[config.mk]
export PLATFORM = sky130hd
export DESIGN_NAME = led_pwm_fader_flat
export DESIGN_NICKNAME = d
export VERILOG_FILES = /design/src/rtl/led_pwm_fader_if.sv /design/src/rtl/led_pwm_fader.sv /design/src/flat_wrapper.sv
export SDC_FILE = /design/constraint.sdc
export NUM_CORES = 1
export LEC_CHECK = 0
export ABC_AREA = 1
export CAP_MARGIN = 0
export CELL_PAD_IN_SITES_DETAIL_PLACEMENT = 0
export CELL_PAD_IN_SITES_GLOBAL_PLACEMENT = 2
export CORE_UTILIZATION = 34
export CTS_CLUSTER_SIZE = 12
export DETAILED_ROUTE_END_ITERATION = 7
export GPL_TIMING_DRIVEN = 0
export PLACE_DENSITY = 0.85
export REMOVE_ABC_BUFFERS = 1
export SETUP_SLACK_MARGIN = 0.05
export SLEW_MARGIN = 10
export SYNTH_ARGS = -nofsm -noshare
export SYNTH_HDL_FRONTEND = slang
export SYNTH_SLANG_ARGS = --single-unit
[constraint.sdc]
create_clock -name clk -period 5.15 [get_ports clk]
set_input_delay 0.515 -clock clk [delete_from_list [all_inputs] [get_ports clk]]
set_output_delay 0.515 -clock clk [all_outputs]
set_load 0.05 [all_outputs]
[src/rtl/led_pwm_fader_if.sv]
// -----------------------------------------------------------------------------
// led_pwm_fader_if
// Groups the PIO-side pattern/control signals and the LED-side drive/status
// signals of the LED PWM fader into one bundle.
//
// Signals:
//   led_in        target on/off pattern from the PIO (1 = fade on)
//   global_level  global brightness scale, 255 = full
//   enable        1 = run, 0 = freeze counters and blank outputs
//   led_out       PWM drive to the LED pins (1 = lit)
//   busy          1 while any channel is still ramping toward its target
//   period_strobe one-cycle pulse at the end of each PWM period
//
// Modports:
//   master  the PIO/system side, drives pattern and control
//   slave   the fader itself, drives LED outputs and status
// -----------------------------------------------------------------------------
interface led_pwm_fader_if #(
  parameter int NUM_LEDS = 8
);

  logic [NUM_LEDS-1:0] led_in;
  logic [7:0]          global_level;
  logic                enable;
  logic [NUM_LEDS-1:0] led_out;
  logic                busy;
  logic                period_strobe;

  modport master (
    output led_in,
    output global_level,
    output enable,
    input  led_out,
    input  busy,
    input  period_strobe
  );

  modport slave (
    input  led_in,
    input  global_level,
    input  enable,
    output led_out,
    output busy,
    output period_strobe
  );

endinterface

[src/rtl/led_pwm_fader.sv]
// -----------------------------------------------------------------------------
// led_pwm_fader
// Takes the on/off LED pattern written by the processor into the PIO and
// renders it on the LED pins as 8-bit PWM. Each channel ramps its brightness
// level up or down one step at a time toward fully on or fully off, and the
// rendered duty is scaled by a global dimming level.
//
// Ports:
//   clk    system clock (same domain as the PIO)
//   reset  synchronous, active-high reset
//   bus    led_pwm_fader_if slave modport:
//            led_in, global_level, enable   (inputs)
//            led_out, busy, period_strobe   (outputs, all registered)
//
// Parameters:
//   NUM_LEDS  number of LED channels
//   PRESCALE  clk cycles per PWM tick, 1..65535
//   FADE_DIV  PWM periods per brightness step, 1..255
// -----------------------------------------------------------------------------
module led_pwm_fader #(
  parameter int NUM_LEDS = 8,
  parameter int PRESCALE = 256,
  parameter int FADE_DIV = 1
) (
  input  logic               clk,
  input  logic               reset,
  led_pwm_fader_if.slave     bus
);

  localparam logic [15:0] PRESCALE_LAST = 16'(PRESCALE - 1);
  localparam logic [7:0]  FADE_LAST     = 8'(FADE_DIV - 1);

  logic [15:0]         prescaler;
  logic [7:0]          pwm_cnt;
  logic [7:0]          fade_cnt;
  logic [7:0]          level [NUM_LEDS];
  logic [7:0]          duty  [NUM_LEDS];
  logic [NUM_LEDS-1:0] led_next;
  logic                busy_next;
  logic                tick;
  logic                period_end;
  logic                step;

  // Timebase qualifiers. Everything is gated by enable so that a frozen
  // fader neither ticks, ends a period nor steps a level.
  assign tick       = bus.enable & (prescaler == PRESCALE_LAST);
  assign period_end = tick & (pwm_cnt == 8'hFF);
  assign step       = period_end & (fade_cnt == FADE_LAST);

  // Prescaler, PWM counter and fade divider. All hold their value while
  // enable is low so a resumed fader continues mid-period.
  always_ff @(posedge clk) begin
    if (reset) begin
      prescaler <= '0;
      pwm_cnt   <= '0;
      fade_cnt  <= '0;
    end else if (bus.enable) begin
      if (prescaler == PRESCALE_LAST) begin
        prescaler <= '0;
      end else begin
        prescaler <= prescaler + 16'd1;
      end
      if (tick) begin
        pwm_cnt <= pwm_cnt + 8'd1;
      end
      if (period_end) begin
        if (fade_cnt == FADE_LAST) begin
          fade_cnt <= '0;
        end else begin
          fade_cnt <= fade_cnt + 8'd1;
        end
      end
    end
  end

  // Per-channel brightness ramp. led_in is sampled right at the step edge,
  // so a pattern change simply reverses direction from the current level.
  always_ff @(posedge clk) begin
    if (reset) begin
      for (int i = 0; i < NUM_LEDS; i++) begin
        level[i] <= '0;
      end
    end else if (step) begin
      for (int i = 0; i < NUM_LEDS; i++) begin
        if (bus.led_in[i] && (level[i] != 8'hFF)) begin
          level[i] <= level[i] + 8'd1;
        end else if (!bus.led_in[i] && (level[i] != 8'h00)) begin
          level[i] <= level[i] - 8'd1;
        end
      end
    end
  end

  // Duty scaling and next-state of the registered outputs. The upper byte of
  // level*global_level is used, except that full scale passes level through
  // unchanged so a fully-on channel at full brightness stays constantly lit.
  always_comb begin
    duty      = '{default: '0};
    led_next  = '0;
    busy_next = 1'b0;
    for (int i = 0; i < NUM_LEDS; i++) begin
      if (bus.global_level == 8'hFF) begin
        duty[i] = level[i];
      end else begin
        duty[i] = 8'((16'(level[i]) * 16'(bus.global_level)) >> 8);
      end
      led_next[i] = bus.enable & ((pwm_cnt < duty[i]) | (duty[i] == 8'hFF));
      if (level[i] != (bus.led_in[i] ? 8'hFF : 8'h00)) begin
        busy_next = 1'b1;
      end
    end
  end

  // Output registers: one clk of latency from counter/level/scale changes.
  always_ff @(posedge clk) begin
    if (reset) begin
      bus.led_out       <= '0;
      bus.busy          <= 1'b0;
      bus.period_strobe <= 1'b0;
    end else begin
      bus.led_out       <= led_next;
      bus.busy          <= busy_next;
      bus.period_strobe <= period_end;
    end
  end

endmodule

[src/flat_wrapper.sv]
// flat-port wrapper written by rule: the top's interface ports become plain ports
module led_pwm_fader_flat 
#(
  parameter int NUM_LEDS = 8,
  parameter int PRESCALE = 256,
  parameter int FADE_DIV = 1
)
  (clk, reset, bus_led_in, bus_global_level, bus_enable, bus_led_out, bus_busy, bus_period_strobe);
  led_pwm_fader_if #(.NUM_LEDS(NUM_LEDS)) bus_i ();
  input  logic clk;
  input  logic reset;
  input wire logic [$bits(bus_i.led_in)-1:0] bus_led_in;
  input wire logic [$bits(bus_i.global_level)-1:0] bus_global_level;
  input wire logic [$bits(bus_i.enable)-1:0] bus_enable;
  output wire logic [$bits(bus_i.led_out)-1:0] bus_led_out;
  output wire logic [$bits(bus_i.busy)-1:0] bus_busy;
  output wire logic [$bits(bus_i.period_strobe)-1:0] bus_period_strobe;
  assign bus_i.led_in = bus_led_in;
  assign bus_i.global_level = bus_global_level;
  assign bus_i.enable = bus_enable;
  assign bus_led_out = bus_i.led_out;
  assign bus_busy = bus_i.busy;
  assign bus_period_strobe = bus_i.period_strobe;
  led_pwm_fader #(.NUM_LEDS(NUM_LEDS), .PRESCALE(PRESCALE), .FADE_DIV(FADE_DIV)) u_core (.clk(clk), .reset(reset), .bus(bus_i));
endmodule
Yosys cells after proc, flatten, opt, wreduce, memory -nomap -nowiden --
Memory sizes are Yosys's and may differ from the RTL's. Cells that the tools add are included.
Storage, ports and cells: output and inout port bits 10, register bits after elaboration 42, memory bits (writable) 64, memories kept 1
Operators by class: muxes and demuxes 116, reduce and logical (&&, ||, !) cells 35, eq/ne operators 27, $lt $le $gt $ge 8, bitwise gates (word level) 35, $mul 8, add/subtract/negate cells 19
Memories:
- u_core.level | words 8, width 8, read ports 8, clocked after memory_dff 0, wr ports 8, line led_pwm_fader.sv:36 | logic [7:0] level [NUM_LEDS];
Operators with widths (number):
- 8-bit 2-to-1 mux | 33
- 8-bit by 8-bit multiplier with 16-bit output | 8
- 1-bit 2-to-1 mux | 82
- 8-bit by 1-bit adder with 8-bit output, second input constant | 10
- 8-bit == test, second input constant | 10
- 8-bit < comparator | 8
- 8-bit inequality test | 8
- 8-bit inequality test, second input constant | 8
- 8-bit nonzero test | 8
- 8-bit by 1-bit subtractor with 8-bit output, second input constant | 8
- 1-bit bitwise OR | 24
- 16-bit by 1-bit adder with 16-bit output, second input constant | 1
- 16-bit by 8-bit == test with 1-bit output, second input constant | 1
- 1-bit logical AND | 16
- 16-bit 2-to-1 mux | 1
- 1-bit AND | 11
- 1-bit zero test | 8
- 8-bit zero test | 1
- 2-bit AND reduction | 2

Depth between registers and ports, before layout --
depth after elaboration 10, depth in mapped cells 31, gate-level depth less buffers 29

Worst setup path after synthesis --
No wires, ideal clock.
path type input port to flip-flop, start point in bus_global_level[7], end point reg u_core.bus.led_out[7], data arrival time 5.209 ns, setup time 0.071 ns, required time 5.079 ns, slack -0.130 ns, cell stages on the path 27, path buffers 2, path through clkbuf_1 -> clkbuf_1 -> nand2_1 -> fa_1 -> fa_1 -> inv_1 -> fa_1 -> inv_1 -> fa_1 -> inv_1 -> ha_1 -> nand2_1 -> inv_1 -> nand2_1 -> nand2_1 -> a21oi_1 -> nand2_1 -> nand2_1 -> nand2_1 -> a21oi_1 -> inv_1 -> ha_1 -> a21oi_1 -> nor2_1 -> a211oi_1 -> nand2_1 -> a21oi_1
On the way: word-level cells in the longest chain between the ends 5, elaborated cells between the ends (all ways) 7, classes of those cells mul (1); order compare (1); eq/ne (2); mux (1); bitwise (2)
Ends and longest elaborated chain:
- start, declared | line flat_wrapper.sv:13 | input wire logic [$bits(bus_i.global_level)-1:0] bus_global_level;
- 8-bit by 8-bit multiplier with 16-bit output / 8-bit == test (equally long branches) | line led_pwm_fader.sv:105, led_pwm_fader.sv:102
- 8-bit 2-to-1 mux (*) | line led_pwm_fader.sv:102 | if (bus.global_level == 8'hFF) begin
- 8-bit < comparator / 8-bit == test (equally long branches) | line led_pwm_fader.sv:107 | led_next[i] = bus.enable & ((pwm_cnt < duty[i]) | (duty[i] == 8'hFF));
- 1-bit bitwise OR (*) | line led_pwm_fader.sv:107
- 1-bit AND (*) | line led_pwm_fader.sv:107
- end signal, assigned | line led_pwm_fader.sv:121 | bus.led_out <= led_next;
- end, declared | line led_pwm_fader_if.sv:42 | output led_out,
Mark *: on every way between the ends. The rest lies on a longest branch, timed or not. A chain may end at the register's enable or synchronous reset.

==> results.toml <==
[outcome]
status = "finished clean"

[pwr]
p_int_mw = 4.64
peakVddDrop_mv = 0.225
p_leak_nw = 19.3
p_switching_mw = 5.60
pwr-share-clk_pct = 7.7
p_seq_share_pct = 9.7
share_comb_of_total_power_pct = 82.7
powerDensity_mw_per_mm2 = 321
switching_share_pct = 54.7
power_mw = 10.2

[setup_path]
r2r_end = "u_core.bus.led_out[2]$_SDFF_PP0_"
crit_path_start_kind = "flop"
critPathArrivalTime_ns = 5.33
cp.required_ns = 5.44
path_max_fanout = 6
r2r_cells = 26
cp-startpoint = "u_core.level[0][18]$_SDFFCE_PN0P_"
end_kind = "flop"
reg2reg_from = "u_core.level[0][18]$_SDFFCE_PN0P_"
worstSetupPathType = "flop to flop"
crit_end = "u_core.bus.led_out[2]$_SDFF_PP0_"
rrSetupSlack_ns = 0.11

[route]
drt_iter0_markers = 1476
firstDrtPassIters = 5
route.detailed.drc = 0
finalWirelength_um = 82900
avgViaCountPerCell = 4.66
routedWlPerCell_um = 15.7
drtAntennaViolNets = 0
vias = 24600

[placement]
dp_hpwl_um = 55300
dp_cells = 5031
gp_congestion = 0.799
place.port_buffers = 28

[final_layout]
n_fill_cell = 8302
fin_cells = 5273
drive_gt1_share_pct = 12.7
layout_commonest_cell = "nand2_1"
nets = 4903
final_cell_mix = "nand2_1 (1154), inv_1 (1059), ha_1 (324), fa_1 (285), nor2_1 (239)"
syn2layout_area_growth_pct = 18.5
n_antenna_cell = 0

[global_routing]
grt_max_degree = 64
antenna_found_initial = 1
first_global_vias = 23400
gr-total-overflow = 0
grt_first_pass_wirelength_um = 129000
grt_use_total_pct = 20.0

[cts]
clkSlewWorstSetupHoldPaths_ns = 0.09
cts_root_buf = "clkbuf_16"
clock_path_buffers = 2
h-tree-depth = 3
clkLatencyLatePin_ns = 0.40
cts_tree = "yes"
cts.sinks = 106
numCtsBuffers = 9

[hold_path]
hp-class = "flop to flop"

[timing]
period_share_pct = 97.8
hold_violations = 0
setup_viol = 0
timing.fmax_ghz = 0.199
slew_violations = 0
relSlewSlack_pct = 11.6
grt_setup_unrepaired = "yes"
worst_pin_slew_ns = 1.31
skew_ns = 0.0146
finalCriticalPeriod_ns = 5.04

[floorplan]
rows = 102
coreArea_mm2 = 0.0780
io_pins = 29
start_util_pct = 34.5
dieWidth_um = 283
die_h_um = 283
die-area_mm2 = 0.0804

[logic_synthesis]
ys_ff_latch = 106
synth_cell_types = 43
synthArstFlopShare_pct = 0
synth_area_mm2 = 0.0269
syn_inst = 4092
synth-edff-count = 64
ys_seq_area_share_pct = 10.3
synthFlopType = "edfxtp_1"
ys_warn_count = 0
avgSynthCellArea_um2 = 6.58

[run]
maxCapViolCount = 0
==> logic make-up after synthesis <==
family / synth area share (%)
AND/OR/NAND/NOR: 26.8
AO/OA/AOI/OAI: 6.02
adder cells (fa/ha/maj): 38.5
XOR/XNOR: 1.63
buffers and inverters: 16.8
flip-flops: 10.3
==> flip-flops by register name, indices dropped and copies added (netlist names) <==
register                  flops
u_core.bus.busy               1
u_core.bus.led_out            8
u_core.bus.period_strobe      1
u_core.fade_cnt               8
u_core.level                 64
u_core.prescaler             16
u_core.pwm_cnt                8
==> repair_timing <==
action | in CTS | in global routing
setup buffers | 158 | 56
resized for setup | 59 | 273
cloned | 8 | 4
pin swaps | 5 | 114
hold buffers | 0 | 0
setup endpoints to repair | 8 | 12
==> routing by layer <==
layer	up-vias	wire, um	track usage, %
li1	12500	-	-
met1	11600	40600	28.5
met2	386	38700	33.7
met3	54	2740	1.70
met4	0	835	2.47
met5	-	0	0
==> synth_stat cells (all sizes together) (3+ instances only) <==
| library cell | instances | area [um^2] |
|---|---|---|
| o21ai | 79 | 395 |
| dfxtp | 42 | 841 |
| fa | 287 | 5750 |
| xor2 | 25 | 219 |
| nand3 | 143 | 731 |
| nor3b | 3 | 22.5 |
| a31oi | 7 | 43.8 |
| nand4 | 36 | 225 |
| buf | 12 | 52.6 |
| nor4 | 15 | 93.8 |
| ha | 369 | 4620 |
| a211oi | 11 | 82.6 |
| o31ai | 3 | 22.5 |
| nand2 | 1218 | 4590 |
| edfxtp | 64 | 1920 |
| clkbuf | 125 | 469 |
| or2 | 17 | 106 |
| nor3 | 30 | 161 |
| a21o | 6 | 45.0 |
| xnor2 | 25 | 219 |
| nor2 | 275 | 1080 |
| clkinv | 3 | 12.5 |
| inv | 1067 | 4010 |
| a21oi | 196 | 981 |
| nand3b | 27 | 203 |
==> power groups by stage <==
stage,sequential (mW),clock (mW),combinational [mW]
after floorplan,1.05,0,5.03
after global placement,1.10,0,6.73
after detailed placement,1.09,0,6.72
after CTS,0.999,0.805,7.20
after global routing,0.992,0.831,9.68
final,0.989,0.788,8.47
==> cell type report <==
cell class	instances	area, um^2	share of cell area, %
Clock buffer	9	225	0.705
Timing Repair Buffer	262	2570	8.05
Inverter	1070	4020	12.6
Sequential cell	106	2760	8.65
Multi-Input combinational cell	2779	21000	65.6
Clock inverter	7	91.3	0.286
Tap cell	1040	1300	4.07
==> how the worst min path moves through the flow <==
stage                                 startpoint  depth (start not counted)  slack [ns]                           endpoint
4_1_cts        u_core.prescaler[15]$_SDFFE_PP0P_                          2        0.48  u_core.prescaler[15]$_SDFFE_PP0P_
3_5_place_dp     u_core.fade_cnt[7]$_SDFFE_PP0P_                          1        0.46    u_core.fade_cnt[7]$_SDFFE_PP0P_
3_3_place_gp   u_core.prescaler[13]$_SDFFE_PP0P_                          1        0.45  u_core.prescaler[13]$_SDFFE_PP0P_
2_1_floorplan  u_core.prescaler[13]$_SDFFE_PP0P_                          1        0.44  u_core.prescaler[13]$_SDFFE_PP0P_
5_1_grt        u_core.prescaler[13]$_SDFFE_PP0P_                          1        0.51  u_core.prescaler[13]$_SDFFE_PP0P_
6_report       u_core.prescaler[15]$_SDFFE_PP0P_                          2        0.47  u_core.prescaler[15]$_SDFFE_PP0P_
==> stage by stage <==
stage	hold WS (ns)	TNS (ns)	setup slack [ns]	util (%)	cell area [um^2]
floorplan	0.443	0	0.398	-	26400
global placement	0.454	-53.22	-6.82	35.9	28000
detailed placement	0.464	-5.75	-0.888	36.1	28200
CTS	0.483	0	0.00701	38.8	30200
global route	0.512	-0.179	-0.0877	41.0	31900
finish	0.474	0	0.115	41.0	31900
==> worst max-delay path, cell delays in order (launching register included) <==
cell	delay (ns)
edfxtp_1	0.51
buf_4	0.20
buf_6	0.11
nand2_1	0.05
inv_1	0.06
fa_2	0.38
fa_1	0.47
fa_1	0.49
inv_1	0.05
fa_1	0.53
inv_2	0.05
ha_4	0.29
nand2_4	0.06
inv_4	0.06
nand2_4	0.04
nor3_2	0.15
nand2_1	0.09
nand3_1	0.10
nand2_2	0.08
a21oi_4	0.17
inv_1	0.06
ha_1	0.30
nand2_2	0.08
nor2_2	0.04
a211oi_2	0.18
nand2_1	0.09
a21oi_2	0.23
Power figures use the tool's default switching activity.
